### config.mk
export PLATFORM = sky130hd
export DESIGN_NAME = uart_rx
export DESIGN_NICKNAME = d
export VERILOG_FILES = /design/src/rtl/uart_pkg.sv /design/src/rtl/uart_sync.sv /design/src/rtl/uart_rx.sv
export SDC_FILE = /design/constraint.sdc
export NUM_CORES = 1
export LEC_CHECK = 0
export BUFFER_PORTS_ARGS = -buffer_cell sky130_fd_sc_hd__buf_4
export CORE_MARGIN = 2
export CORE_UTILIZATION = 45
export CTS_CLUSTER_DIAMETER = 30
export DETAILED_ROUTE_END_ITERATION = 12
export MAX_ROUTING_LAYER = met4
export PLACE_DENSITY = 0.65
export SKIP_LAST_GASP = 1
export SYNTH_ARGS = -nofsm -noshare
export SYNTH_HDL_FRONTEND = slang
export SYNTH_SLANG_ARGS = --single-unit
### constraint.sdc
create_clock -name clk -period 2.1 [get_ports clk]
set_clock_uncertainty 0.05 [all_clocks]
set_input_delay 0.21 -clock clk [delete_from_list [all_inputs] [get_ports clk]]
set_output_delay 0.21 -clock clk [all_outputs]
set_load 0.1 [all_outputs]
### src/rtl/uart_pkg.sv
// Shared UART definitions: receiver state encoding, default frame geometry
// and the line idle level used by both directions.
package uart_pkg;

  localparam int UART_D_W    = 8;
  localparam int UART_B_TICK = 16;

  localparam logic UART_IDLE_LVL = 1'b1;

  typedef enum logic [2:0] {
    RX_IDLE    = 3'd0,
    RX_START   = 3'd1,
    RX_DATA    = 3'd2,
    RX_STOP    = 3'd3,
    RX_RECOVER = 3'd4
  } rx_state_t;

endpackage

### src/rtl/uart_sync.sv
// Two-flop synchroniser for a single asynchronous input; both flops reset
// to RST_VAL so the output never shows a spurious transition out of reset.
module uart_sync #(
  parameter logic RST_VAL = 1'b1
) (
  input  logic clk,
  input  logic rst,
  input  logic d,
  output logic q
);

  logic meta;

  always_ff @(posedge clk or posedge rst) begin
    if (rst) begin
      meta <= RST_VAL;
      q    <= RST_VAL;
    end else begin
      meta <= d;
      q    <= meta;
    end
  end

endmodule

### src/rtl/uart_rx.sv
// UART receiver: oversampled start/data/stop detection, byte hand-off to the
// RX FIFO, framing and overrun error pulses.
module uart_rx
  import uart_pkg::*;
#(
  parameter int D_W    = UART_D_W,
  parameter int B_TICK = UART_B_TICK
) (
  input  logic           clk,
  input  logic           rst,
  input  logic           baud_tick,
  input  logic           rx,
  output logic           baud_en,
  output logic [D_W-1:0] rx_data,
  output logic           rx_done,
  output logic           frame_err,
  output logic           overrun_err,
  output logic           ff_wr_en,
  output logic [D_W-1:0] ff_din,
  input  logic           ff_full
);

  localparam int TW = $clog2(B_TICK);
  localparam int BW = $clog2(D_W + 1);

  localparam logic [TW-1:0] T_MID  = TW'(B_TICK / 2 - 1);
  localparam logic [TW-1:0] T_END  = TW'(B_TICK - 1);
  localparam logic [BW-1:0] B_LAST = BW'(D_W - 1);

  rx_state_t      state;
  logic           rx_s;
  logic           rx_prev;
  logic           fall;
  logic [TW-1:0]  t_cnt;
  logic [BW-1:0]  bit_cnt;
  logic [D_W-1:0] shreg;

  uart_sync #(.RST_VAL(UART_IDLE_LVL)) u_sync (
    .clk (clk),
    .rst (rst),
    .d   (rx),
    .q   (rx_s)
  );

  always_ff @(posedge clk or posedge rst) begin
    if (rst) rx_prev <= UART_IDLE_LVL;
    else     rx_prev <= rx_s;
  end

  assign fall   = ~rx_s & rx_prev;
  assign ff_din = rx_data;

  always_ff @(posedge clk or posedge rst) begin
    if (rst) begin
      state       <= RX_IDLE;
      baud_en     <= 1'b0;
      t_cnt       <= '0;
      bit_cnt     <= '0;
      shreg       <= '0;
      rx_data     <= '0;
      rx_done     <= 1'b0;
      frame_err   <= 1'b0;
      overrun_err <= 1'b0;
      ff_wr_en    <= 1'b0;
    end else begin
      rx_done     <= 1'b0;
      frame_err   <= 1'b0;
      overrun_err <= 1'b0;
      ff_wr_en    <= 1'b0;
      case (state)
        RX_IDLE: begin
          if (fall) begin
            state   <= RX_START;
            t_cnt   <= '0;
            baud_en <= 1'b1;
          end
        end
        RX_START: begin
          if (baud_tick) begin
            if (t_cnt == T_MID) begin
              // A line back high at mid start bit was a glitch, not a frame.
              if (!rx_s) begin
                state   <= RX_DATA;
                t_cnt   <= '0;
                bit_cnt <= '0;
              end else begin
                state   <= RX_IDLE;
                baud_en <= 1'b0;
              end
            end else begin
              t_cnt <= t_cnt + 1'b1;
            end
          end
        end
        RX_DATA: begin
          if (baud_tick) begin
            if (t_cnt == T_END) begin
              shreg   <= {rx_s, shreg[D_W-1:1]};
              bit_cnt <= bit_cnt + 1'b1;
              t_cnt   <= '0;
              if (bit_cnt == B_LAST) state <= RX_STOP;
            end else begin
              t_cnt <= t_cnt + 1'b1;
            end
          end
        end
        RX_STOP: begin
          if (baud_tick) begin
            if (t_cnt == T_END) begin
              t_cnt   <= '0;
              baud_en <= 1'b0;
              if (rx_s) begin
                rx_data <= shreg;
                rx_done <= 1'b1;
                if (ff_full) overrun_err <= 1'b1;
                else         ff_wr_en    <= 1'b1;
                state <= RX_IDLE;
              end else begin
                frame_err <= 1'b1;
                state     <= RX_RECOVER;
              end
            end else begin
              t_cnt <= t_cnt + 1'b1;
            end
          end
        end
        RX_RECOVER: begin
          // Hold off until the line returns to idle so a break is one error.
          if (rx_s) state <= RX_IDLE;
        end
        default: begin
          state   <= RX_IDLE;
          baud_en <= 1'b0;
        end
      endcase
    end
  end

endmodule

# Word level (Yosys, flattened, before mapping)

Index checks and enable logic that the tools add are counted.
W data, S select, Z words.

Bits of input ports: 5
Memory bits (writable): 0
Memories: 0
Bits in latches: 0
ROM bits: 0
Output and inout port bits: 21
Register bits after elaboration: 35

Magnitude comparators: 0
Shift-type cells: 0
Bitwise operators: 3
Divide/modulo/power cells: 0
Add/subtract/negate cells: 2
Equal/unequal tests: 20
Multiplexer cells: 49
Multiply operators: 0
Reduce and logical (&&, ||, !) cells: 11

Operators by type and width:

| operator              | count |
|---|---|
| $mux W4               | 10 |
| $mux W3               | 10 |
| $mux W1               | 24 |
| $ne A2 B2 Y1 const B  | 9 |
| $pmux W3 S5           | 1 |
| $pmux W4 S3           | 1 |
| $reduce_and A9 Y1     | 1 |
| $add A4 B1 Y4 const B | 2 |
| $eq A4 B3 Y1 const B  | 2 |
| $pmux W4 S2           | 1 |
| $reduce_and A7 Y1     | 1 |
| $eq A3 B2 Y1 const B  | 2 |
| $ne A2 B1 Y1 const B  | 3 |
| $reduce_and A6 Y1     | 1 |
| $reduce_and A5 Y1     | 1 |
| $eq A4 B4 Y1 const B  | 1 |
| $pmux W1 S4           | 1 |
| $reduce_and A4 Y1     | 1 |
| $reduce_or A2 Y1      | 2 |
| $eq A3 B1 Y1 const B  | 1 |
| $eq A3 B3 Y1 const B  | 1 |
| $logic_not A3 Y1      | 1 |
| $ne A3 B3 Y1 const B  | 1 |
| $reduce_and A3 Y1     | 1 |
| 5 further kinds       | 6 |

# Depth between registers and ports, before layout

Depth after elaboration: 5
Depth in mapped cells: 6
Depth with buffers taken out: 6

# Cells and area by module

Synthesis repeated with hierarchy kept, for this count alone.

Cell total of the unflattened synthesis: 138
Area total of the unflattened synthesis: 1632.8 µm²

By module, submodules not included:

| module    | instances | sequential area each (µm²) | cells an instance | area each (µm²) |
|---|---|---|---|---|
| uart_rx   | 1         | 827.0                      | 135               | 1576.5 |
| uart_sync | 1         | 52.6                       | 3                 | 56.3 |

# Worst setup path after synthesis

No wires, ideal clock.

Kind: reg-to-reg
Start: register t_cnt[0]
End: register rx_data[0] (netlist: ff_din[0])
Arrival: 1.463 ns
Stages on the path, launching flop included: 7
Setup time: 0.126 ns
Setup slack: 0.462 ns
Period minus slack after synthesis: 1.638 ns
Path through: dfrtp_1 > ha_1 > and3_4 > nand3b_4 > nor2_8 > nand2_8 > mux2_4

Longest elaborated chain between the ends: 2

Ends and longest elaborated chain:

| item                        | line           | RTL |
|---|---|---|
| start, declared             | uart_rx.sv:34  | `logic [TW-1:0] t_cnt;` |
| start signal, assigned      | uart_rx.sv:91  | `t_cnt <= t_cnt + 1'b1;` |
| start signal, assigned      | uart_rx.sv:103 | `t_cnt <= t_cnt + 1'b1;` |
| start signal, assigned      | uart_rx.sv:123 | `t_cnt <= t_cnt + 1'b1;` |
| $eq A4 B4 Y1                | uart_rx.sv:109 | `if (t_cnt == T_END) begin` |
| $reduce_and A4 Y1 (no line) | -              |  |
| end signal, assigned        | uart_rx.sv:113 | `rx_data <= shreg;` |
| end, declared               | uart_rx.sv:14  | `output logic [D_W-1:0] rx_data,` |

No other way between the ends.
A chain may end at the register's enable or synchronous reset.

# Worst setup path after layout

Start: register t_cnt[0]
End: register rx_data[7] (netlist: ff_din[7])

Same word-level chain as after synthesis.

==> results_dict.tcl <==
set metrics [dict create \
    antenna_found_initial 0 \
    p_int_mw 1.24 \
    yosysTopAreaCell "dfrtp_1" \
    ys_warn_count 0 \
    leakagePower_nw 0.985 \
    max-slew-margin-rel_pct 66.6 \
    cp-start-kind "flop" \
    vias 1084 \
    crit_arrival_ns 1.91 \
    fmax_ghz 0.558 \
    yosysSeqAreaShare_pct 51.2 \
    antenna_cells 0 \
    swShare_pct 36.1 \
    portBuffers 25 \
    cp-end-kind "flop" \
    rsz0062_at_grt "no" \
    maxSlewViolCount 0 \
    synthCells 137 \
    setup-violations-final 0 \
    start_util_pct 46.9 \
    avgSynthCellArea_sq_um 12.5 \
    required_ns 2.21 \
    area_delta_synth_final_pct 14.7 \
    finalCriticalPeriod_ns 1.79 \
    grt_pass1_vias 1107 \
    pwr-share-comb_pct 28.4 \
    remaining_drc_errors 0 \
    synthFlopType "dfrtp_1" \
    cts_hold_buf 2 \
    drive_gt1_share_pct 40.3 \
    status "complete, no violations" \
    whs_ns 0.0410 \
    track_usage_pct 16.2 \
    num_rows 22 \
    maxCapViolCount 0 \
    cellPowerDensity_nw_per_um2 985 \
    path_clk_slew_ns 0.07 \
    drt_iter0_drc 35 \
    synth-async-reset-ratio_pct 100 \
    ios 26 \
    switching_power_mw 0.701 \
    clock-sinks 35 \
    final_cell_mix "dfrtp_1, buf_4, mux2_4, mux2_2, nor2_1" \
    die_h_microns 65.8 \
    hpwl_microns 2020 \
    cts_buffer_depth 2 \
    hp-class "input port to flop" \
    grt_max_degree 36 \
    ys_ff_latch 35 \
    hold_viol 0 \
    vias_per_cell 5.24 \
    dr.pass1.iters 4 \
    fin_crit_sh_pct 85.3 \
    gp_congestion 0.779 \
    core_sq_um 3660 \
    pwr-share-clk_pct 24.1 \
    layout_commonest_cell "dfrtp_1" \
    die-area_sq_um 4330 \
    critPathKind "flop to flop" \
    synth_cell_types 48 \
    cts_resized 0 \
    setup_slack_ns 0.308 \
    synth_fp_nets 144 \
    final_nets 165 \
    peakVddDrop_v 0.000398 \
    routedWlPerCell_microns 13.7 \
    cts-root-buf "clkbuf_8" \
    cts_tree "built" \
    synth_edf_count 0 \
    cp_max_fo 10 \
    clkLatencyLatePin_ns 0.28 \
    routed_wirelength_microns 2840 \
    netlist.area_leader.share_pct 46.6 \
    grt_overflow 0 \
    dp_slack_ns 0.298 \
    grt_pass1_wl_microns 5180 \
    worst_slew_pin_slew_ns 0.497 \
    utilization_pct 53.8 \
    pwr-share-seq_pct 47.5 \
    die_w_microns 65.8 \
    syn_area_sq_um 1720 \
    fin_setup_tns_ns 0 \
    cts_made_buffers 5 \
    cts_setup_buffers 0 \
    synth_area_leaders "dfrtp_1, mux2_4, mux2_2" \
    antenna_left 0 \
    htreeDepth 2 \
]
cells by family (layout without fill, tap and decap cells):
family          Yosys count  in the layout  synth area share, %
compound gates           22             22                 9.91
xor+xnor                  2              2                 1.02
fa+ha+maj                 2              2                 1.46
buf+inv                  21             43                 8.01
flops                    35             35                 51.2
mux                      16             16                 12.2
simple gates             39             39                 16.2
through the flow:
step / power, mW / cell area [sq um] / std cells
final: 1.94 / 1970 / 207
after global routing: 2.08 / 1970 / 207
after CTS: 1.97 / 1970 / 207
after detailed placement: 1.49 / 1870 / 197
after global placement: 1.47 / 1870 / 197
after floorplan: 1.42 / 1720 / 137
flip-flops by register name (all words and copies together), names as in the netlist, 3 cells and up:
register  count
bit_cnt       4
state         3
t_cnt         4
ff_din        8
shreg         8
layer usage:
metal | vias to the layer above | routed length [microns] | global-route usage, %
met5 | - | 0 | -
met4 | 0 | 42 | 6.25
met3 | 5 | 87 | 3.58
met2 | 17 | 1390 | 24.9
met1 | 541 | 1330 | 21.1
li1 | 521 | - | -
synthesized netlist by cell type (2+ instances only):
master / instances
a211o_1: 2
a21oi_1: 5
and3_1: 2
buf_2: 2
buf_4: 11
buf_6: 2
dfrtp_1: 32
dfstp_2: 3
ha_1: 2
inv_1: 6
mux2_2: 8
mux2_4: 8
nand2_1: 6
nand3_1: 2
nand4_1: 2
nor2_1: 8
nor2b_1: 2
nor3b_1: 2
nor4_1: 2
o32ai_1: 2
power groups by stage:
stage               Clock [mW]  Combinational (mW)  Sequential, mW
floorplan                    0               0.515           0.904
global placement             0               0.536           0.930
detailed placement           0               0.558           0.934
CTS                      0.483               0.562           0.921
global route             0.510               0.624           0.946
finish                   0.467               0.552           0.922
final timing paths:
check                                      start               endpoint  slack (ns)  cells past startpoint
setup reg to reg            t_cnt[0]$_DFFE_PP0P_  ff_din[7]$_DFFE_PP0P_        0.31                      6
hold / removal                           ff_full     ff_wr_en$_DFF_PP0_        0.04                      2
max in group asynchronous                    rst  u_sync.meta$_DFF_PP1_        1.13                      4
setup / recovery            t_cnt[0]$_DFFE_PP0P_  ff_din[7]$_DFFE_PP0P_        0.31                      6
min in group asynchronous                    rst  ff_din[2]$_DFFE_PP0P_        0.53                      4
hold reg to reg            u_sync.meta$_DFF_PP1_     u_sync.q$_DFF_PP1_        0.31                      0
layout make-up:
| cell class | instances | area, sq um |
|---|---|---|
| clock inverters | 2 | 12.5 |
| multi-input cells | 81 | 701 |
| clock buffers | 6 | 72.6 |
| fillers | 317 | 1690 |
| well taps | 48 | 60.1 |
| repair buffers | 29 | 223 |
| flip-flops and latches | 35 | 880 |
| inverters | 6 | 22.5 |
worst max-delay path, stage by stage, from the launching register on:
cell      delay, ns
dfrtp_1        0.39
ha_1           0.29
and3_4         0.26
nand3b_4       0.11
nor2_8         0.15
nand2_8        0.11
mux2_4         0.31
No activity file was read; power rests on OpenSTA's default activity.
